[src/rtl/icache_resp_pkg.sv]
`default_nettype none
// +--------------------------------------------------------------------+
// | icache_resp_pkg : shared types/constants for the icache responder  |
// | Revision        : 1.0                                              |
// +--------------------------------------------------------------------+
package icache_resp_pkg;

  localparam int unsigned ICR_XLEN       = 32;
  localparam int unsigned ICR_DATA_W     = 32;
  localparam int unsigned ICR_LINE_WORDS = 4;

  // Byte-offset bits inside a line: word-index bits plus the 2 byte bits.
  function automatic int unsigned icr_off_w(input int unsigned line_words);
    return $clog2(line_words) + 2;
  endfunction

  typedef enum logic [1:0] {
    IDLE   = 2'd0,
    REFILL = 2'd1,
    RESP   = 2'd2
  } type_icresp_state_e;

  typedef struct packed {
    logic                req;
    logic [ICR_XLEN-1:0] addr;
  } type_icresp2mem_s;

  typedef struct packed {
    logic                  ack;
    logic [ICR_DATA_W-1:0] rdata;
  } type_mem2icresp_s;

endpackage : icache_resp_pkg
`default_nettype wire

[src/rtl/icache_line_buf.sv]
`default_nettype none
// +--------------------------------------------------------------------+
// | icache_line_buf : one-line instruction store with tag/valid, write |
// |                   and read by word index                           |
// | Revision        : 1.0                                              |
// +--------------------------------------------------------------------+
module icache_line_buf
  import icache_resp_pkg::*;
#(
  parameter int XLEN       = ICR_XLEN,
  parameter int LINE_WORDS = ICR_LINE_WORDS
) (
  input  logic                                clk,
  input  logic                                rst,
  input  logic                                we_i,
  input  logic [$clog2(LINE_WORDS)-1:0]       widx_i,
  input  logic [ICR_DATA_W-1:0]               wdata_i,
  input  logic [$clog2(LINE_WORDS)-1:0]       ridx_i,
  output logic [ICR_DATA_W-1:0]               rdata_o,
  input  logic                                tag_we_i,
  input  logic [XLEN-$clog2(LINE_WORDS)-3:0]  tag_i,
  input  logic                                valid_we_i,
  input  logic                                valid_i,
  input  logic [XLEN-$clog2(LINE_WORDS)-3:0]  lookup_tag_i,
  output logic                                hit_o
);

  localparam int TAG_W = XLEN - $clog2(LINE_WORDS) - 2;

  logic [ICR_DATA_W-1:0] line_q [LINE_WORDS];
  logic [ICR_DATA_W-1:0] line_d [LINE_WORDS];
  logic [TAG_W-1:0]      tag_q, tag_d;
  logic                  valid_q, valid_d;

  always_comb begin
    for (int i = 0; i < LINE_WORDS; i++) begin
      line_d[i] = line_q[i];
    end
    if (we_i) begin
      line_d[widx_i] = wdata_i;
    end
    tag_d   = tag_we_i   ? tag_i   : tag_q;
    valid_d = valid_we_i ? valid_i : valid_q;
  end

  always_ff @(posedge clk) begin
    if (rst) begin
      for (int i = 0; i < LINE_WORDS; i++) begin
        line_q[i] <= '0;
      end
      tag_q   <= '0;
      valid_q <= 1'b0;
    end else begin
      for (int i = 0; i < LINE_WORDS; i++) begin
        line_q[i] <= line_d[i];
      end
      tag_q   <= tag_d;
      valid_q <= valid_d;
    end
  end

  assign rdata_o = line_q[ridx_i];
  assign hit_o   = valid_q & (lookup_tag_i == tag_q);

endmodule : icache_line_buf
`default_nettype wire

[src/rtl/icache_line_resp.sv]
`default_nettype none
// +--------------------------------------------------------------------+
// | icache_line_resp : single-line instruction cache responder; hits   |
// |                    in 1 cycle, misses refill the line word by word |
// | Revision         : 1.0                                             |
// +--------------------------------------------------------------------+
module icache_line_resp
  import icache_resp_pkg::*;
#(
  parameter int XLEN       = ICR_XLEN,
  parameter int LINE_WORDS = ICR_LINE_WORDS
) (
  input  logic                  clk,
  input  logic                  rst,
  input  logic                  if_req_i,
  input  logic [XLEN-1:0]       if_addr_i,
  input  logic                  if_kill_i,
  input  logic                  flush_i,
  output logic                  if_ack_o,
  output logic [ICR_DATA_W-1:0] if_rdata_o,
  output logic                  mem_req_o,
  output logic [XLEN-1:0]       mem_addr_o,
  input  logic                  mem_ack_i,
  input  logic [ICR_DATA_W-1:0] mem_rdata_i,
  output logic                  busy_o
);

  localparam int OFF_W = icr_off_w(LINE_WORDS);
  localparam int IDX_W = OFF_W - 2;
  localparam int TAG_W = XLEN - OFF_W;
  localparam logic [IDX_W-1:0] LAST_BEAT = IDX_W'(LINE_WORDS - 1);

  type_icresp_state_e    state_q, state_d;
  logic [XLEN-1:0]       req_addr_q, req_addr_d;
  logic [IDX_W-1:0]      beat_cnt_q, beat_cnt_d;
  logic                  drop_q, drop_d;
  logic                  flush_pend_q, flush_pend_d;
  logic                  ack_q, ack_d;
  logic [ICR_DATA_W-1:0] rdata_q, rdata_d;
  type_icresp2mem_s      mem_q, mem_d;
  type_mem2icresp_s      mem_in;

  logic                  buf_we;
  logic [IDX_W-1:0]      buf_ridx;
  logic [ICR_DATA_W-1:0] buf_rdata;
  logic                  buf_tag_we;
  logic                  buf_valid_we;
  logic                  buf_valid;
  logic                  buf_hit;

  logic                  accept;
  logic                  hit;
  logic                  last_beat;
  logic [TAG_W-1:0]      if_tag;
  logic [IDX_W-1:0]      if_idx;

  assign mem_in    = '{ack: mem_ack_i, rdata: mem_rdata_i};
  assign if_tag    = if_addr_i[XLEN-1:OFF_W];
  assign if_idx    = if_addr_i[OFF_W-1:2];
  assign accept    = if_req_i & ~if_kill_i;
  // A flush on the accept cycle invalidates the line first, so it cannot hit.
  assign hit       = buf_hit & ~flush_i;
  assign last_beat = mem_in.ack & (beat_cnt_q == LAST_BEAT);

  icache_line_buf #(
    .XLEN       (XLEN),
    .LINE_WORDS (LINE_WORDS)
  ) u_line_buf (
    .clk          (clk),
    .rst          (rst),
    .we_i         (buf_we),
    .widx_i       (beat_cnt_q),
    .wdata_i      (mem_in.rdata),
    .ridx_i       (buf_ridx),
    .rdata_o      (buf_rdata),
    .tag_we_i     (buf_tag_we),
    .tag_i        (if_tag),
    .valid_we_i   (buf_valid_we),
    .valid_i      (buf_valid),
    .lookup_tag_i (if_tag),
    .hit_o        (buf_hit)
  );

  always_ff @(posedge clk) begin
    if (rst) begin
      state_q      <= IDLE;
      req_addr_q   <= '0;
      beat_cnt_q   <= '0;
      drop_q       <= 1'b0;
      flush_pend_q <= 1'b0;
      ack_q        <= 1'b0;
      rdata_q      <= '0;
      mem_q        <= '0;
    end else begin
      state_q      <= state_d;
      req_addr_q   <= req_addr_d;
      beat_cnt_q   <= beat_cnt_d;
      drop_q       <= drop_d;
      flush_pend_q <= flush_pend_d;
      ack_q        <= ack_d;
      rdata_q      <= rdata_d;
      mem_q        <= mem_d;
    end
  end

  always_comb begin
    state_d = state_q;
    unique case (state_q)
      IDLE:    if (accept && !hit) state_d = REFILL;
      REFILL:  if (last_beat)      state_d = RESP;
      RESP:                        state_d = IDLE;
      default:                     state_d = IDLE;
    endcase
  end

  always_comb begin
    req_addr_d   = req_addr_q;
    beat_cnt_d   = beat_cnt_q;
    drop_d       = drop_q;
    flush_pend_d = flush_pend_q;
    ack_d        = 1'b0;
    rdata_d      = rdata_q;
    mem_d        = mem_q;
    buf_we       = 1'b0;
    buf_ridx     = if_idx;
    buf_tag_we   = 1'b0;
    buf_valid_we = 1'b0;
    buf_valid    = 1'b0;

    unique case (state_q)
      IDLE: begin
        buf_valid_we = flush_i;
        if (accept) begin
          req_addr_d = if_addr_i;
          if (hit) begin
            ack_d   = 1'b1;
            rdata_d = buf_rdata;
          end else begin
            mem_d.req    = 1'b1;
            mem_d.addr   = {if_tag, {OFF_W{1'b0}}};
            beat_cnt_d   = '0;
            buf_valid_we = 1'b1;
            buf_tag_we   = 1'b1;
            drop_d       = 1'b0;
            flush_pend_d = 1'b0;
          end
        end
      end
      REFILL: begin
        // The memory port cannot abort, so kill/flush are only remembered.
        drop_d       = drop_q | if_kill_i;
        flush_pend_d = flush_pend_q | flush_i;
        if (mem_in.ack) begin
          buf_we     = 1'b1;
          beat_cnt_d = beat_cnt_q + IDX_W'(1);
        end
        if (last_beat) begin
          mem_d.req    = 1'b0;
          buf_valid_we = 1'b1;
          buf_valid    = ~(flush_pend_q | flush_i);
        end
      end
      RESP: begin
        buf_ridx     = req_addr_q[OFF_W-1:2];
        buf_valid_we = flush_i;
        if (!drop_q && !if_kill_i) begin
          ack_d   = 1'b1;
          rdata_d = buf_rdata;
        end
      end
      default: ;
    endcase
  end

  assign if_ack_o   = ack_q;
  assign if_rdata_o = rdata_q;
  assign mem_req_o  = mem_q.req;
  assign mem_addr_o = mem_q.addr;
  assign busy_o     = (state_q != IDLE);

endmodule : icache_line_resp
`default_nettype wire

[config.mk]
export PLATFORM = sky130hd
export DESIGN_NAME = icache_line_resp
export DESIGN_NICKNAME = d
export VERILOG_FILES = /design/src/rtl/icache_resp_pkg.sv /design/src/rtl/icache_line_buf.sv /design/src/rtl/icache_line_resp.sv
export SDC_FILE = /design/constraint.sdc
export NUM_CORES = 1
export LEC_CHECK = 0
export ABC_AREA = 1
export CAP_MARGIN = 0
export CORE_AREA = 3 3 134 136
export CTS_CLUSTER_SIZE = 16
export DETAILED_ROUTE_END_ITERATION = 8
export DIE_AREA = 0 0 137 139
export PLACE_DENSITY_LB_ADDON = 0.3
export SYNTH_ARGS = -nofsm -noshare
export SYNTH_HDL_FRONTEND = slang
export SYNTH_HIERARCHICAL = 1
export SYNTH_SLANG_ARGS = --single-unit
[constraint.sdc]
create_clock -name clk -period 4.9 [get_ports clk]
set_input_delay 0.735 -clock clk [delete_from_list [all_inputs] [get_ports clk]]
set_output_delay 0.735 -clock clk [all_outputs]
set_load 0.03 [all_outputs]
== After elaboration in Yosys (flattened, before gate mapping) ==
Memories as Yosys holds them, arrays and structs flattened.
Index checks and enable logic that the tools add are counted.
Word-level totals
  output and inout bits: 67
  word-level logic and storage cells: 104
  input port bits: 70
  flip-flop bits (word level): 101
  memories kept: 1
  bits in writable memories: 128
Memories
  u_line_buf.line_q: depth 4, bits a word 32, read ports 5, clocked after Yosys merged registers in 0, write ports 4, RTL line icache_line_buf.sv:30  | logic [ICR_DATA_W-1:0] line_q [LINE_WORDS];
Operators by class
  equality and inequality tests: 11
  bitwise gates (word level): 15
  mux-type cells: 46
  reduce and logical (&&, ||, !) cells: 17
  magnitude comparators: 2
  add/sub/neg operators: 1
Operators with widths (count)
  $mux W32: 8
  $bwmux W128: 1
  $mux W128: 1
  $mux W33: 2
  $demux W32 S2: 1
  $pmux W32 S2: 1
  $eq A28 B28 Y1: 1
  $mux W1: 19
  $ne A2 B2 Y1 const B: 7
  $mux W2: 6
  $reduce_and A4 Y1: 3
  $pmux W1 S2: 4
  $pmux W2 S2: 2
  $or A1 B1 Y1: 6
  $reduce_and A3 Y1: 2
  $reduce_bool A2 Y1: 3
  $and A1 B1 Y1: 4
  $eq A2 B2 Y1 const B: 2
  $not A1 Y1: 4
  $reduce_and A2 Y1: 2
  $ge A3 B3 Y1 const B: 1
  $logic_and A1 B1 Y1: 3
  $logic_not A1 Y1: 3
  $lt A3 B1 Y1 const B: 1
  5 further kinds: 5

== Logic depth before layout (Yosys ltp) ==
  depth in word-level cells: 8
  mapped depth: 17
  gate-level depth less buffers: 15

== Cells and area by module ==
The synthesis kept the hierarchy.
Modules (own cells, without submodules)
  icache_line_buf: area each 7043.0 sq um, instances 1, cells each 1009, seq. area each 3143.0 sq um
  icache_line_resp: area each 3005.4 sq um, instances 1, cells each 421, seq. area each 1401.3 sq um

== Worst setup path before layout ==
Ideal clock, no wire load.
  path type: input to register
  start: input port if_addr_i[5]
  end: register u_line_buf.tag_q[0]
  required time: 4.765 ns
  arrival: 2.219 ns
  library setup time: 0.135 ns
  path slack: 2.547 ns
  buffers on the path: 3
  stages on the path: 15
  cells stage by stage: inv_1 > or2_2 > o211ai_1 > nor2_1 > nand2_1 > nor2_1 > nand2_1 > nand2_2 > nor2_4 > buf_6 > buf_6 > clkinv_1 > clkbuf_1 > nor2_1 > a211oi_1
On the way
  word-level cells in the longest chain between the ends: 6
RTL lines
  from (decl): RTL line icache_line_resp.sv:16  | input logic [XLEN-1:0] if_addr_i,
  $eq A28 B28 Y1: RTL line icache_line_buf.sv:63  | assign hit_o = valid_q & (lookup_tag_i == tag_q);
  $and A1 B1 Y1: RTL line icache_line_buf.sv:63
  via buf_hit: RTL line icache_line_resp.sv:49  | logic buf_hit;
  $and A1 B1 Y1: RTL line icache_line_resp.sv:62  | assign hit = buf_hit & ~flush_i;
  $mux W1: RTL line icache_line_resp.sv:135  | if (hit) begin
  $mux W1: RTL line icache_line_resp.sv:133  | if (accept) begin
  $mux W1: RTL line icache_line_resp.sv:130  | unique case (state_q)
  via buf_tag_we: RTL line icache_line_resp.sv:46  | logic buf_tag_we;
  to (signal assigned): RTL line icache_line_buf.sv:57  | tag_q <= tag_d;
  to (decl): RTL line icache_line_buf.sv:32  | logic [TAG_W-1:0] tag_q, tag_d;
The timed path passes the listed nets, and every way through them passes these cells.
A chain may end at the register's enable or synchronous reset.

== Worst setup path in the final report ==
  start: input port if_addr_i[27]
  end: register rdata_q[18] (netlist: if_rdata_o[18])
On the way
  word-level cells in the longest chain between the ends: 5
RTL lines
  $eq A28 B28 Y1: RTL line icache_line_buf.sv:63
  $and A1 B1 Y1: RTL line icache_line_buf.sv:63
  via buf_hit: RTL line icache_line_resp.sv:49
  $and A1 B1 Y1: RTL line icache_line_resp.sv:62
  $ne A2 B2 Y1 (no source line)
  $reduce_and A4 Y1 (no source line)
  to (signal assigned): RTL line icache_line_resp.sv:101  | rdata_q <= rdata_d;
  to (decl): RTL line icache_line_resp.sv:39  | logic [ICR_DATA_W-1:0] rdata_q, rdata_d;
The timed path passes the listed nets, and every way through them passes these cells.

==> results.cfg <==
[outcome]
status = finished clean

[timing]
skew_ns = 0.01096
final_hold_viol_count = 0
rsz0062_at_grt = no
finalCriticalPeriod_ns = 3.003
fin_crit_sh_pct = 61.29
slew_violations = 0
slew-limit-headroom_pct = 23.03
tns_ns = 0
worst_slew_pin_slew_ns = 1.153
fin_hold_ws_ns = 0.4583
fmax_mhz = 333.0
setup_violations = 0

[route]
ant_nets = 0
first_iter_violations = 901
routedWlPerCell_um = 15.50
firstDrtPassIters = 5
totalWireLength_um = 26860
vias = 9720
post_drt_via_cell_ratio = 5.609
route.detailed.drc = 0

[global_routing]
grt_use_total_pct = 27.40
grt_pass1_vias = 8984
antenna_found_initial = 0
grt_max_degree = 106
grt_pass1_wl_um = 43730
overflow = 0

[placed_design]
dp_hpwl_um = 15850
place_area_mm2 = 0.01117
gp_congestion = 0.8105
port_buffers = 130

[cells_and_area]
layout.nets = 1565
fillers = 1430
drive_above_1_share_pct = 4.642
num_antenna_cells = 0
area_growth_pct = 18.34
layout_commonest_cell = nand2_1
postLayoutCellArea_mm2 = 0.01189
mostFrequentLayoutCells = 333 x nand2_1, 226 x dfxtp_1, 212 x nor2_1, 170 x a21oi_1, 129 x clkdlybuf4s50_1

[synth]
synth_edf_count = 0
synthDistinctLibCells = 28
yosysSeqAreaShare_pct = 45.22
ys_ff_latch = 227
syn_area_per_cell_um2 = 7.027
ys.warnings.count = 6
synth-async-reset-ratio_pct = 0
syn_inst = 1430
ys_dominant_reg_cell = dfxtp_1
syn_area_mm2 = 0.01005

[power_and_ir_drop]
p_per_area_mw_per_mm2 = 344.6
irDropWorstVdd_uv = 257.4
p_clk_share_pct = 41.7
p_switching_mw = 1.031
intPower_mw = 3.067
power_frac_comb_pct = 11.2
p_leak_nw = 4.632
p_seq_share_pct = 47.1
switching_share_pct = 25.15

[worst_setup_path]
startpoint_type = primary input
worstPathArrival_ns = 3.40
crit_type = in -> reg
worst_ep_required_time_ns = 5.29
cp_max_fo = 39
end_kind = flip-flop

[floorplanning]
die_x_um = 137
initial_core_util_pct = 58.91
ios = 137
coreArea_mm2 = 0.01706
row_count = 48
die_h_um = 139
dieArea_mm2 = 0.01904

[clock_tree]
post_cts_resized = 0
cts_tree = built
clock_sink_count = 227
clkTransAtPathRegs_ns = 0.06
clock_latency_ns = 0.51
cts_setup_buffers = 0
cts_buffer_depth = 3
cts-root-buf = clkbuf_16
cts_buffers = 23
ctsHoldBuffers = 0
h-tree-depth = 1

[flow_run]
maxCapViolCount = 0

[worst_hold_path]
hp-class = reg -> reg
## cell type report
type / instances / area (um^2) / area share (%)
Sequential cell: 227 / 4546 / 38.23
Clock buffer: 33 / 643.1 / 5.408
Inverter: 101 / 381.6 / 3.209
Clock inverter: 6 / 80.08 / 0.6734
Multi-Input combinational cell: 994 / 4533 / 38.12
Timing Repair Buffer: 147 / 1426 / 11.99
Tap cell: 225 / 281.5 / 2.367
## stage by stage
step | total power [mW] | setup slack, ns | util [%] | instances
floorplan | 2.245 | 2.547 | - | 1433
global placement | 2.411 | 1.471 | 65.48 | 1694
detailed placement | 2.419 | 1.377 | 65.48 | 1694
CTS | 4.112 | 1.919 | 69.72 | 1733
global route | 4.240 | 1.595 | 69.72 | 1733
finish | 4.098 | 1.897 | 69.72 | 1733
## logic make-up after synthesis
logic type / after synthesis / share of synthesized area (%)
adder cells (fa/ha/maj): 1 / 0.1245
AND/OR/NAND/NOR: 661 / 27.27
buffers and inverters: 212 / 9.899
flip-flops: 227 / 45.22
XOR/XNOR: 1 / 0.08718
other: 1 / 0.03732
AO/OA/AOI/OAI: 326 / 17.26
multiplexers: 1 / 0.09962
## state kept, by name, indices dropped and copies added (netlist names), 2 cells and up
| register | flops |
|---|---|
| u_line_buf/line_q | 128 |
| u_line_buf/tag_q | 28 |
| beat_cnt_q | 2 |
| mem_addr_o | 28 |
| state_q | 2 |
| if_rdata_o | 32 |
| req_addr_q | 2 |
## final timing paths
path	startpoint	to	slack (ns)	depth (start not counted)
worst min register to register	u_line_buf/line_q[1][28]	u_line_buf/line_q[1][28]	0.46	2
worst max register to register	state_q[0]	u_line_buf/line_q[0][26]	2.12	7
worst min-delay path	u_line_buf/line_q[1][28]	u_line_buf/line_q[1][28]	0.46	2
worst max-delay path	if_addr_i[27]	if_rdata_o[18]	1.90	15
## synth_stat cells, types with 2 or more instances
cell type / n / area [um^2]
nand2_1: 335 / 1257
dfxtp_1: 227 / 4544
nor2_1: 213 / 799.5
a21oi_1: 170 / 850.8
inv_1: 95 / 356.6
o21ai_0: 91 / 455.4
nand4_1: 64 / 400.4
clkbuf_1: 44 / 165.2
nand3_1: 38 / 190.2
buf_2: 37 / 185.2
o22ai_1: 32 / 200.2
a211oi_1: 23 / 172.7
buf_4: 18 / 135.1
buf_6: 11 / 123.9
o21ai_1: 8 / 40.04
nor2_4: 4 / 45.04
inv_2: 3 / 11.26
nand2_2: 3 / 18.77
or2_2: 3 / 18.77
clkinv_1: 2 / 7.510
o211ai_1: 2 / 15.01
## power by group through the flow
| stage | clock network, mW | logic [mW] | registers [mW] |
|---|---|---|---|
| global placement | 0 | 0.445 | 1.97 |
| floorplan | 0 | 0.252 | 1.99 |
| finish | 1.71 | 0.458 | 1.93 |
| global route | 1.80 | 0.502 | 1.93 |
| CTS | 1.73 | 0.454 | 1.93 |
| detailed placement | 0 | 0.450 | 1.97 |
## critical path, cell delays in order
cell and delay [ns]:
clkdlybuf4s50_1 0.55, inv_1 0.07, nand2_1 0.06, nand2_1 0.05, nor2_1 0.14, nand2_1 0.08, nor2_1 0.09, nand2_1 0.06
nor2_1 0.12, nand2_1 0.12, nor2_1 0.14, nand2_2 0.47, buf_4 0.44, a21oi_1 0.18, nor2_1 0.08
## per-layer routing
layer / vias up / part of all wire [%] / global-route usage, %
met5: - / 0 / 0
met4: 0 / 2.2 / 8.929
met3: 48 / 7.9 / 4.971
met2: 382 / 48 / 45.60
met1: 4483 / 42 / 35.88
li1: 4807 / - / -
(Power assumes the default switching activity.)
==> patch 1 (same flow settings) <==
Set the package constant `ICR_LINE_WORDS` to 2 (it was 4).
--- a/src/rtl/icache_resp_pkg.sv
+++ b/src/rtl/icache_resp_pkg.sv
@@ -7,7 +7,7 @@
 
   localparam int unsigned ICR_XLEN       = 32;
   localparam int unsigned ICR_DATA_W     = 32;
-  localparam int unsigned ICR_LINE_WORDS = 4;
+  localparam int unsigned ICR_LINE_WORDS = 2;
 
   // Byte-offset bits inside a line: word-index bits plus the 2 byte bits.
   function automatic int unsigned icr_off_w(input int unsigned line_words);
Function: changed (Yosys sat finds a counterexample within 4 cycles, from zero or initial values and one cycle with rst high).
==> patch 1 against the original RTL <==
Worst setup slack worse by 330 ps; routed wire length down 36%; clock power down 23%; power down 25%; area after synthesis down 27%; largest power group unchanged; global-route usage down 8.7 points; die area unchanged; count of clock-buffer cells in the layout down 13; largest cell class unchanged; sequential cell count down 64; sequential share of layout area down 2.7 points; design area down 23%; synthesized cell count down 28%; worst hold slack better by 7.1 ps.
==> patch 1: results (changes against the original RTL) <==
[pwr]
pg_comb_mw = 0.360  ; -21%
clock_power_share_pct = 42.5  ; +0.8 points

[place]
portBuffers = 131  ; +0.77%
dp_cells = 1331  ; -21%
pre_cts_ws_ps = 1120  ; -257 ps
dpl_cell_area_mm2 = 0.00861  ; -23%

[clocking]
clk_latency_ps = 430  ; -80 ps
clockBufferDepth = 2  ; -1
cts_made_buffers = 17  ; -26%
htree_levels = 4  ; +3

[setup_path]
worstSetupStartpoint = if_addr_i[20]
worstReg2RegStart = u_line_buf/tag_q[8]
arrival_ps = 3650  ; +250 ps
cp-endpoint = if_rdata_o[2]

[global_routing]
grtUsageMet3_pct = 4.39  ; -0.58 points
grt_max_degree = 66  ; -38%
grt_pass1_vias = 5922  ; -34%
met2_usage_pct = 30.6  ; -15 points
grt_pass1_wl_um = 28800  ; -34%

[yosys]
synth.avg_cell_area_um2 = 7.09  ; +0.95%

[detailed_routing]
met3RoutedLength_um = 820  ; -61%
drt_iter0_drc = 403  ; -55%
drt-met1-wl_um = 8020  ; -29%

[cells_and_area]
largest_reg_flops = 64  ; -50%
nNetsFinal = 1195  ; -24%
fillers = 1682  ; +18%

[sta]
maxSlewHeadroom_pct = 27.0  ; +4.0 points
skew_ps = 16.2  ; +5.20 ps

[status]
status = finished clean

[min_path]
min_to = u_line_buf/line_q[0][23]

## patch 1: cell count changes after synthesis, moves of 31 or more
cell,unedited run,this run
o22ai_1,32,0
nand2_1,335,241
nand4_1,64,0
a21oi_1,170,77
clkbuf_1,44,13
dfxtp_1,227,163
a211oi_2,0,41
## patch 1: kinds of logic after synthesis
kind of cell,count (synthesis),synth area share [%]
and+or+nand+nor,476,25.4
buffers and inverters,191,11.6
other,1,0.0513
muxes,1,0.137
AOI/OAI and AO/OA,199,18.2
DFF,163,44.6
## patch 1: final cells by class
| cell class | instances | area, um2 | share of cell area [%] |
|---|---|---|---|
| clock buffer | 20 | 467 | 5.08 |
| sequential | 163 | 3260 | 35.5 |
| tap | 225 | 282 | 3.06 |
| timing repair buffer | 138 | 1360 | 14.8 |
| clock inverter | 12 | 119 | 1.29 |
| multi-input combinational | 679 | 3230 | 35.1 |
| inverter | 126 | 473 | 5.14 |
==> patch 2 (same settings) <==
Made on the original files. Encoding of `type_icresp_state_e`: now one-hot (3 bits for 3 states).
--- a/src/rtl/icache_resp_pkg.sv
+++ b/src/rtl/icache_resp_pkg.sv
@@ -14,10 +14,10 @@
     return $clog2(line_words) + 2;
   endfunction
 
-  typedef enum logic [1:0] {
-    IDLE   = 2'd0,
-    REFILL = 2'd1,
-    RESP   = 2'd2
+  typedef enum logic [2:0] {
+    IDLE   = 3'b001,
+    REFILL = 3'b010,
+    RESP   = 3'b100
   } type_icresp_state_e;
 
   typedef struct packed {
Check against the original RTL: same outputs for any inputs over 4 cycles, from zero or initial values and one cycle with rst high; so few cycles prove little.
==> patch 2 against the original RTL <==
Area after synthesis down 0.70%; sequential cell count grew 1; worst setup slack lost 340 ps; utilization shrank 0.066 points; routed wire length increased by 2.5%; cell count decreased by 1.4%; design area is essentially flat; power is 1.2% lower.
==> patch 2: results (changes against the original RTL) <==
[yosys]
seq_area_frac_synth_pct = 45.7  ; +0.52 points
synth_common_cells = nand2_1 (339), dfxtp_1 (228), nor2_1 (210)
synth.avg_cell_area_um2 = 7.12  ; +1.3%
yosysUniqueCellTypes = 30  ; +7.1%
synth_compound_area_share_pct = 17.2  ; -0.054 points
synth_xor_area_share_pct = 0.0878  ; +0.00061 points

[pwr]
vdd_ir_drop_max_mv = 0.289  ; +12%
p_leak_nw = 4.55  ; -1.8%

[setup_path]
reg2reg_slack_ps = 2010  ; -110 ps
arrival_ps = 3760  ; +360 ps
worstPathMaxFanout = 34  ; -13%
cp-endpoint = u_line_buf/tag_q[23]
critical_path.top_delay_family = buffers and inverters
rr_worst_depth = 12  ; +5
worstSetupStartpoint = if_addr_i[5]
max_stage_delay_ps = 600  ; +50 ps

[sta]
fmax_ghz = 0.299  ; -10%
holdWs_ps = 458  ; -0.740 ps
tightest_slew_ps = 1140  ; -14.7 ps

[global_routing]
grt_pass1_vias = 8922  ; -0.69%
grt_pass1_wl_um = 44500  ; +1.7%
grt_max_degree = 100  ; -5.7%

[detailed_routing]
drt-total-wl_um = 27500  ; +2.5%
drt_iter0_drc = 1075  ; +19%

[place]
dp_hpwl_um = 15700  ; -1.1%
dp_cells = 1667  ; -1.6%
pre_cts_ws_ps = 1040  ; -337 ps
place_congestion = 0.820  ; +1.1%
dpl_cell_area_mm2 = 0.0112  ; -0.13%

[min_path]
min-delay-start = u_line_buf/line_q[1][13]
whs_path_depth = 2  ; unchanged
min_to = u_line_buf/line_q[1][13]

[cells_and_area]
nNetsFinal = 1539  ; -1.7%
drive_above_1_share_pct = 4.79  ; +0.15 points

[clocking]
cts_made_buffers = 24  ; +4.3%

[status]
status = finished clean

## patch 2: layout make-up
type / count / area (um2) / share of cell area [%]
flip-flops and latches: 228 / 4570 / 38.4
repair buffers: 148 / 1430 / 12.1
well taps: 225 / 282 / 2.37
clock inverters: 6 / 33.8 / 0.284
multi-input cells: 995 / 4600 / 38.7
inverters: 71 / 269 / 2.26
clock buffers: 35 / 693 / 5.83
## patch 2: power breakdown
part / internal, mW / leakage (nW) / switching [mW]
Sequential: 1.90 / 1.85 / 0.0247
Clock: 0.977 / 0.362 / 0.724
Combinational: 0.154 / 2.34 / 0.273
## patch 2: logic make-up (layout without fill, tap and decap cells)
family,after synthesis,after routing
flops,228,228
mux,1,1
compound gates,323,323
fa+ha+maj,1,1
xor+xnor,1,1
buf+inv,182,260
simple gates,665,665
other cells,1,4
## patch 2: per-layer routing
metal  track usage (%)  vias to the layer above  share of wire, %
li1                  -                     4748                 -
met2              45.6                      468                47
met4              8.19                        0               2.5
met5                 0                        -                 0
met3              3.74                       65               8.6
met1              38.6                     4496                42
